`config.mk`:
```
export PLATFORM = sky130hd
export DESIGN_NAME = mult_28x20_rr_scheduler
export DESIGN_NICKNAME = d
export VERILOG_FILES = /design/src/rtl/mult_sched_pkg.sv /design/src/rtl/mult_28x20_pipe.sv /design/src/rtl/mult_28x20_rr_scheduler.sv
export SDC_FILE = /design/constraint.sdc
export NUM_CORES = 2
export LEC_CHECK = 0
export ABC_AREA = 1
export ABC_CLOCK_PERIOD_IN_PS = 7950
export CORE_MARGIN = 2
export CORE_UTILIZATION = 28
export DETAILED_ROUTE_END_ITERATION = 10
export HOLD_SLACK_MARGIN = 0.05
export PLACE_DENSITY_LB_ADDON = 0.25
export SYNTH_ARGS = -nofsm -noshare
export SYNTH_HDL_FRONTEND = slang
export SYNTH_SLANG_ARGS = --single-unit
```
`constraint.sdc`:
```
create_clock -name clock0 -period 7.95 [get_ports clock0]
set_input_delay 1.59 -clock clock0 [delete_from_list [all_inputs] [get_ports clock0]]
set_output_delay 1.59 -clock clock0 [all_outputs]
set_load 0.03 [all_outputs]
```
`src/rtl/mult_sched_pkg.sv`:
```
// mult_sched_pkg: shared widths, stage record and round-robin pick for the multiplier scheduler
package mult_sched_pkg;
  localparam int A_W = 28;
  localparam int B_W = 20;
  localparam int Y_W = 48;
  typedef struct packed {
    logic           valid;
    logic [2:0]     id;
    logic [A_W-1:0] a;
    logic [B_W-1:0] b;
    logic [Y_W-1:0] y;
  } stage_t;
  function automatic logic [2:0] rr_pick(input logic [7:0] valid_vec, input logic [2:0] ptr, input int n);
    int idx;
    rr_pick = ptr;
    for (int k = 7; k >= 0; k--) begin
      idx = (int'(ptr) + k) % n;
      if (k < n && valid_vec[idx]) rr_pick = 3'(idx);
    end
  endfunction
endpackage

```
`src/rtl/mult_28x20_pipe.sv`:
```
// mult_28x20_pipe: enable-gated registered 28x20 unsigned multiplier, PIPE register stages deep
module mult_28x20_pipe
  import mult_sched_pkg::*;
#(
  parameter int PIPE = 2
) (
  input  logic           clock0,
  input  logic           reset,
  input  logic           en,
  input  logic [A_W-1:0] a,
  input  logic [B_W-1:0] b,
  output logic [Y_W-1:0] y
);
  if (PIPE == 1) begin : g_one
    // single stage: operands multiplied and the product registered directly
    always_ff @(posedge clock0)
      if (reset) y <= '0;
      else if (en) y <= Y_W'(a) * Y_W'(b);
  end else begin : g_multi
    logic [A_W-1:0] a_r;
    logic [B_W-1:0] b_r;
    logic [Y_W-1:0] p [PIPE-1];
    // operand register, product register, then plain delay stages
    always_ff @(posedge clock0)
      if (reset) begin
        a_r <= '0;
        b_r <= '0;
        for (int k = 0; k < PIPE - 1; k++) p[k] <= '0;
      end else if (en) begin
        a_r <= a;
        b_r <= b;
        p[0] <= Y_W'(a_r) * Y_W'(b_r);
        for (int k = 1; k < PIPE - 1; k++) p[k] <= p[k-1];
      end
    assign y = p[PIPE-2];
  end
endmodule

```
`src/rtl/mult_28x20_rr_scheduler.sv`:
```
// mult_28x20_rr_scheduler: round-robin sharing of one pipelined 28x20 multiplier with tagged, backpressured results
module mult_28x20_rr_scheduler
  import mult_sched_pkg::*;
#(
  parameter int N_REQ = 4,
  parameter int PIPE = 2,
  localparam int ID_W = $clog2(N_REQ)
) (
  input  logic                   clock0,
  input  logic                   reset,
  input  logic [N_REQ-1:0]       req_valid,
  output logic [N_REQ-1:0]       req_ready,
  input  logic [N_REQ*A_W-1:0]   req_a,
  input  logic [N_REQ*B_W-1:0]   req_b,
  output logic                   res_valid,
  input  logic                   res_ready,
  output logic [ID_W-1:0]        res_id,
  output logic [Y_W-1:0]         res_y,
  output logic                   busy
);
  logic            adv, hs;
  logic [ID_W-1:0] grant, rr_ptr;
  logic [PIPE-1:0] vld;
  logic [ID_W-1:0] tag [PIPE];
  // pick the next requester from rr_ptr; grant only when the pipeline can move
  always_comb begin
    adv = !res_valid || res_ready;
    grant = ID_W'(rr_pick(8'(req_valid), 3'(rr_ptr), N_REQ));
    hs = adv && |req_valid;
    req_ready = hs ? N_REQ'(1) << grant : '0;
  end
  // valid/tag shift chain alongside the datapath; bubbles shift like real ops
  always_ff @(posedge clock0)
    if (reset) begin
      vld <= '0;
      rr_ptr <= '0;
      for (int k = 0; k < PIPE; k++) tag[k] <= '0;
    end else if (adv) begin
      vld <= PIPE'({vld, hs});
      tag[0] <= grant;
      for (int k = 1; k < PIPE; k++) tag[k] <= tag[k-1];
      if (hs) rr_ptr <= (grant == ID_W'(N_REQ - 1)) ? '0 : grant + 1'b1;
    end
  mult_28x20_pipe #(.PIPE(PIPE)) u_pipe (
    .clock0(clock0),
    .reset(reset),
    .en(adv),
    .a(req_a[grant*A_W +: A_W]),
    .b(req_b[grant*B_W +: B_W]),
    .y(res_y)
  );
  assign res_valid = vld[PIPE-1];
  assign res_id = tag[PIPE-1];
  assign busy = |vld;
endmodule

```
# After elaboration in Yosys (flattened, before gate mapping)
# Memory sizes are Yosys's and may differ from the RTL's.
# Cells that the tools add are included.
word_totals:
  output_inout_bits: 56
  regBits: 52
  inputBits: 199
  mem_bits_rw: 52
  mem_count: 2
classes:
  eq_ne: 1
  n_shift: 3
  order_cmp: 4
  n_mul: 3
  n_reduce_logical: 10
  n_addsub: 4
  mux: 26
  n_bitwise: 5
mem_list:
  columns: ["memory", "words", "word_bits", "read_ports", "rd_ports_with_merged_regs", "write_ports", "line", "text"]
  rows:
  - ["u_pipe.g_multi.p", 1, 48, 1, 0, 1, "mult_28x20_pipe.sv:22", "logic [Y_W-1:0] p [PIPE-1];"]
  - ["tag", 2, 2, 2, 0, 2, "mult_28x20_rr_scheduler.sv:24", "logic [ID_W-1:0] tag [PIPE];"]
ops:
  columns: ["op", "count"]
  rows:
  - ["$shiftx A112 B8 Y28", 1]
  - ["$shiftx A80 B8 Y20", 1]
  - ["$mul A28 B20 Y48", 1]
  - ["$mux W48", 1]
  - ["$reduce_or A48 Y1", 1]
  - ["$lt A3 B5 Y1 const B", 3]
  - ["$mux W2", 7]
  - ["$mux W1", 13]
  - ["$mul A2 B3 Y5 const B", 2]
  - ["$bmux W1 S3", 3]
  - ["$reduce_or A2 Y1", 4]
  - ["$add A2 B1 Y2 const B", 2]
  - ["$add A2 B2 Y2 const B", 2]
  - ["$lt A2 B4 Y1 const B", 1]
  - ["$mux W4", 1]
  - ["$reduce_or A4 Y1", 1]
  - ["$shl A1 B2 Y4 const A", 1]
  - ["$and A1 B1 Y1 const A", 3]
  - ["$bmux W1 S2", 1]
  - ["$eq A2 B2 Y1 const B", 1]
  - ["$or A1 B1 Y1", 2]
  - ["$reduce_and A2 Y1", 1]
  - ["$logic_and A1 B1 Y1", 1]
  - ["$logic_not A1 Y1", 1]
  - ["$logic_or A1 B1 Y1", 1]

# Longest topological paths before layout
depth:
  word_depth: 12
  mapped_depth: 30

# Modules after synthesis
# A second synthesis with hierarchy kept.
unflattened:
  hier_cells: 3621
  hier_area_um2: 25712.2
by_module_without_submodules:
  columns: ["mod", "cells_each", "area_each_um2", "n_inst"]
  rows:
  - ["mult_28x20_pipe", 3155, 23304.9, 1]
  - ["mult_28x20_rr_scheduler", 466, 2407.3, 1]

# Worst setup path after synthesis
# Ideal clock, no wire load.
synth_timing:
  kind: "flip-flop to flip-flop"
  from: "register u_pipe.g_multi.b_r[5]"
  to: "memory u_pipe.g_multi.p[0][46], data pin"
  arrival_ns: 5.899
  synth_period_minus_slack_ns: 6.149
  path_buffers: 2
  t_required_ns: 7.700
  path_slack_ns: 1.801
  path_stages_with_launch: 28
  path_cell_list: "dfxtp_1 clkbuf_1 buf_1 nand2_1 fa_1 inv_1 fa_1 inv_1 fa_1 inv_1 fa_1 fa_1 fa_1 inv_1 fa_1 inv_1 ha_1 nand2_1 nor2_1 inv_1 nor2_1 inv_1 o21ai_0 nand2_1 nand3_1 nand2_1 inv_1 nor2_1"
synth_between:
  elab_chain_cells: 2
synth_lines:
  columns: ["element", "line", "text"]
  rows:
  - ["start: declaration", "mult_28x20_pipe.sv:21", "logic [B_W-1:0] b_r;"]
  - ["start signal: assignment", "mult_28x20_pipe.sv:27", "b_r <= '0;"]
  - ["start signal: assignment", "mult_28x20_pipe.sv:31", "b_r <= b;"]
  - ["$mul A28 B20 Y48", "mult_28x20_pipe.sv:32", "p[0] <= Y_W'(a_r) * Y_W'(b_r);"]
  - ["$mux W48 (no source line)", null, null]
  - ["end: declaration", "mult_28x20_pipe.sv:22", null]
# No other way between the ends.

# Worst setup path after layout
layout_timing:
  from: "register u_pipe.g_multi.b_r[2]"
  to: "memory u_pipe.g_multi.p[0][25], data pin"
# Same word-level chain as after synthesis.

==> impl_results.md <==
* Status: completed
* Die height at between 200 and 300 um
* Fillers at between 9000 and 10000
* Worst Tran Pin Value at 1140 ps
* CTS Sinks at approximately 100
* Detail Placement HPWL at about 66 mm
* Hold path depth at 2
* # hold bufs at CTS at 0
* Final WL at around 82 mm
* Critical path type: reg -> reg
* Post-synth ARST share at 0%
* Clock Pin Slew Worst Setup and Hold Paths at 80 ps
* Arrival @ worst endpoint at 7090 ps
* Share of cells above drive strength 1 at around 2.7%
* WL/cell at around 18 um
* Post-synthesis instance total at around 3300
* CTS HTree Levels at 3
* GPL Wtd Cong at a little under 0.9
* Cell Rows at ~110
* CP required at between 8000 and 9000 ps
* Final setup vio count at 0
* Number of setup buffers added after CTS at 0
* Area of the die at between 80000 and 90000 um2
* Minimum clock period at 6970 ps
* I/O pin total at roughly 260
* CP max-delay cell: dfxtp_1
* Worst min-delay path class: reg -> reg
* CTS tree: done
* # DRC at 0
* Width of the die at ~300 um
* Grt total ovfl at 0
* Worst Setup End Kind: register
* Sum Neg Setup Slack at 0 ps
* Highest clock rate at 144 MHz
* Cell Chain, Critical Path: nand2_1, inv_1, fa_1, fa_1, inv_1, fa_1, inv_1, fa_1, inv_1, fa_1, inv_1, fa_1, inv_1, fa_1, inv_1, ha_1, a21oi_1, a21boi_0, o21ai_0, nand2_1, nand3_1, o21ai_0, a21oi_1
* Post-synthesis instance area at approximately 24000 um2
* Port-buffer cells at 254
* Antenna violations before repair at 0
* Crit Path Max Fanout at 20
* Relative slew margins at between 20% and 30%
* Avg Inst Size Synth at between 7 and 8 um2
* Iter 0 DRT Violations at ~1500
* Clock latency at the later pin of the worst-skew pair at about 410 ps
* Post-cts resize count at 0
* Fin nets at about 4300
* Vias in the first global route at 22400
* Startpoint types: register
* Synth Warn # at 0
* Crit path largest cell delay at 1040 ps
* 1st-pass router iterations at 5
* First-pass GRT wire length at ~130 mm
* EDFF count, synth at 52
* Total CTS buffers at 9
* CP Depth at 23
* Overall Global Routing Usage at about a fifth
* Via density at approximately 4.6
* Endpoints failing hold at 0
* Synthesized net count at between 4000 and 5000
* CORE AREA at 86800 um2
* Initial core utilization at between 20% and 30%
* Area growth from synthesis to layout at 16.9%
* Ys flop type: edfxtp_1
* Largest net degree at the start of global routing at 97
* Max-cap violations at 0
* Fin crit share at between 80 and 90%
* Worst path bufs/invs at 7
* Final ANT Viol Nets at 0
* Top delay family on crit path: adder cells
* Vias at between 20000 and 25000
* Unique masters post-synth at 36
* Max Slew Vio Count at 0
* ANT cells at 0
* Setup repair after global routing missed its margin: no
* Seq/Total Area, Yosys at a little over a tenth
* Synthesized flop and latch total at between 100 and 150
* Maximum clock path buffer count at 2
* CTS Root Cell: clkbuf_16
* Cell count of the worst reg-to-reg path at 23
* Max Clock Skew at roughly 28 ps
-- area by class of cell --
cell class | instances | area, um2 | area share (%)
well taps | 1155 | 1450 | 5.05
multi-input cells | 2219 | 18000 | 63.0
repair buffers | 326 | 3110 | 10.9
flip-flops and latches | 104 | 2600 | 9.09
clock inverters | 7 | 52.6 | 0.184
inverters | 844 | 3170 | 11.1
clock buffers | 9 | 225 | 0.787
-- layout by cell type, fill, tap and decap left out, drive strengths merged --
cell type      count
nor3b              1
dfxtp             52
edfxtp            52
clkinv             4
nand3            283
clkbuf             9
clkdlybuf4s50    254
o21ai             63
and3               1
xnor2              3
xor2               1
nor2b              1
o21bai             3
nor2             136
clkinvlp           1
buf               72
a21o               5
a21boi             2
o211ai             1
fa               464
and2               1
nor3              13
nor4               1
o21a               7
ha               162
a211oi             2
o22ai              1
nand4              6
a21oi             94
nand2            968
inv              846
-- synth_stat cells, types with 16 or more instances --
master	number	area, um2
fa_1	464	9290
nand2_1	966	3630
nand3_1	282	1410
edfxtp_1	52	1560
inv_1	841	3160
buf_2	21	105
ha_1	162	2030
clkbuf_1	130	488
nor2_1	136	510
o21ai_0	62	310
dfxtp_1	52	1040
buf_1	16	60.1
a21oi_1	94	470
-- logic make-up after synthesis --
logic type	synth area share, %
compound gates	3.85
xor+xnor	0.143
fa+ha+maj	46.2
buf+inv	15.8
flops	10.6
simple gates	23.3
-- metrics by stage --
step	area [um2]	util [%]	setup slack, ps	instances	hold WS, ps
3_3_place_gp	28300	32.7	958	4648	474
5_1_grt	28600	33.0	530	4664	518
2_1_floorplan	24500	-	1800	3341	442
6_report	28600	33.0	983	4664	488
3_5_place_dp	28300	32.7	1030	4648	485
4_1_cts	28600	33.0	995	4664	495
-- worst min-delay path: stages (launching register included) --
cell and delay, ps:
dfxtp_1 300, inv_1 80, a21oi_1 60
-- sequential cells by signal (all words and copies together) (netlist names) --
signal and count:
rr_ptr 2, u_pipe.g_multi.b_r 20, tag 4, u_pipe.g_multi.a_r 28, vld 2, u_pipe.g_multi.p 48
-- path summary, 6_finish.rpt --
check,from,end,slack [ps]
setup / recovery,u_pipe.g_multi.b_r[2],u_pipe.g_multi.p[0][25],980
hold reg to reg,vld[0],vld[1],490
hold / removal,vld[0],vld[1],490
setup reg to reg,u_pipe.g_multi.b_r[2],u_pipe.g_multi.p[0][25],980
-- metal layers --
layer | share of wire, % | up-vias | global-route usage, %
met1 | 45 | 10600 | 25.6
li1 | - | 10100 | -
met3 | 4.1 | 73 | 1.87
met5 | 0 | - | 0
met4 | 1.6 | 0 | 3.61
met2 | 49 | 489 | 32.5
Power is left out: the tool's default activity adds up to more than one toggle a clock period on the data nets, which glitch-free logic cannot reach.
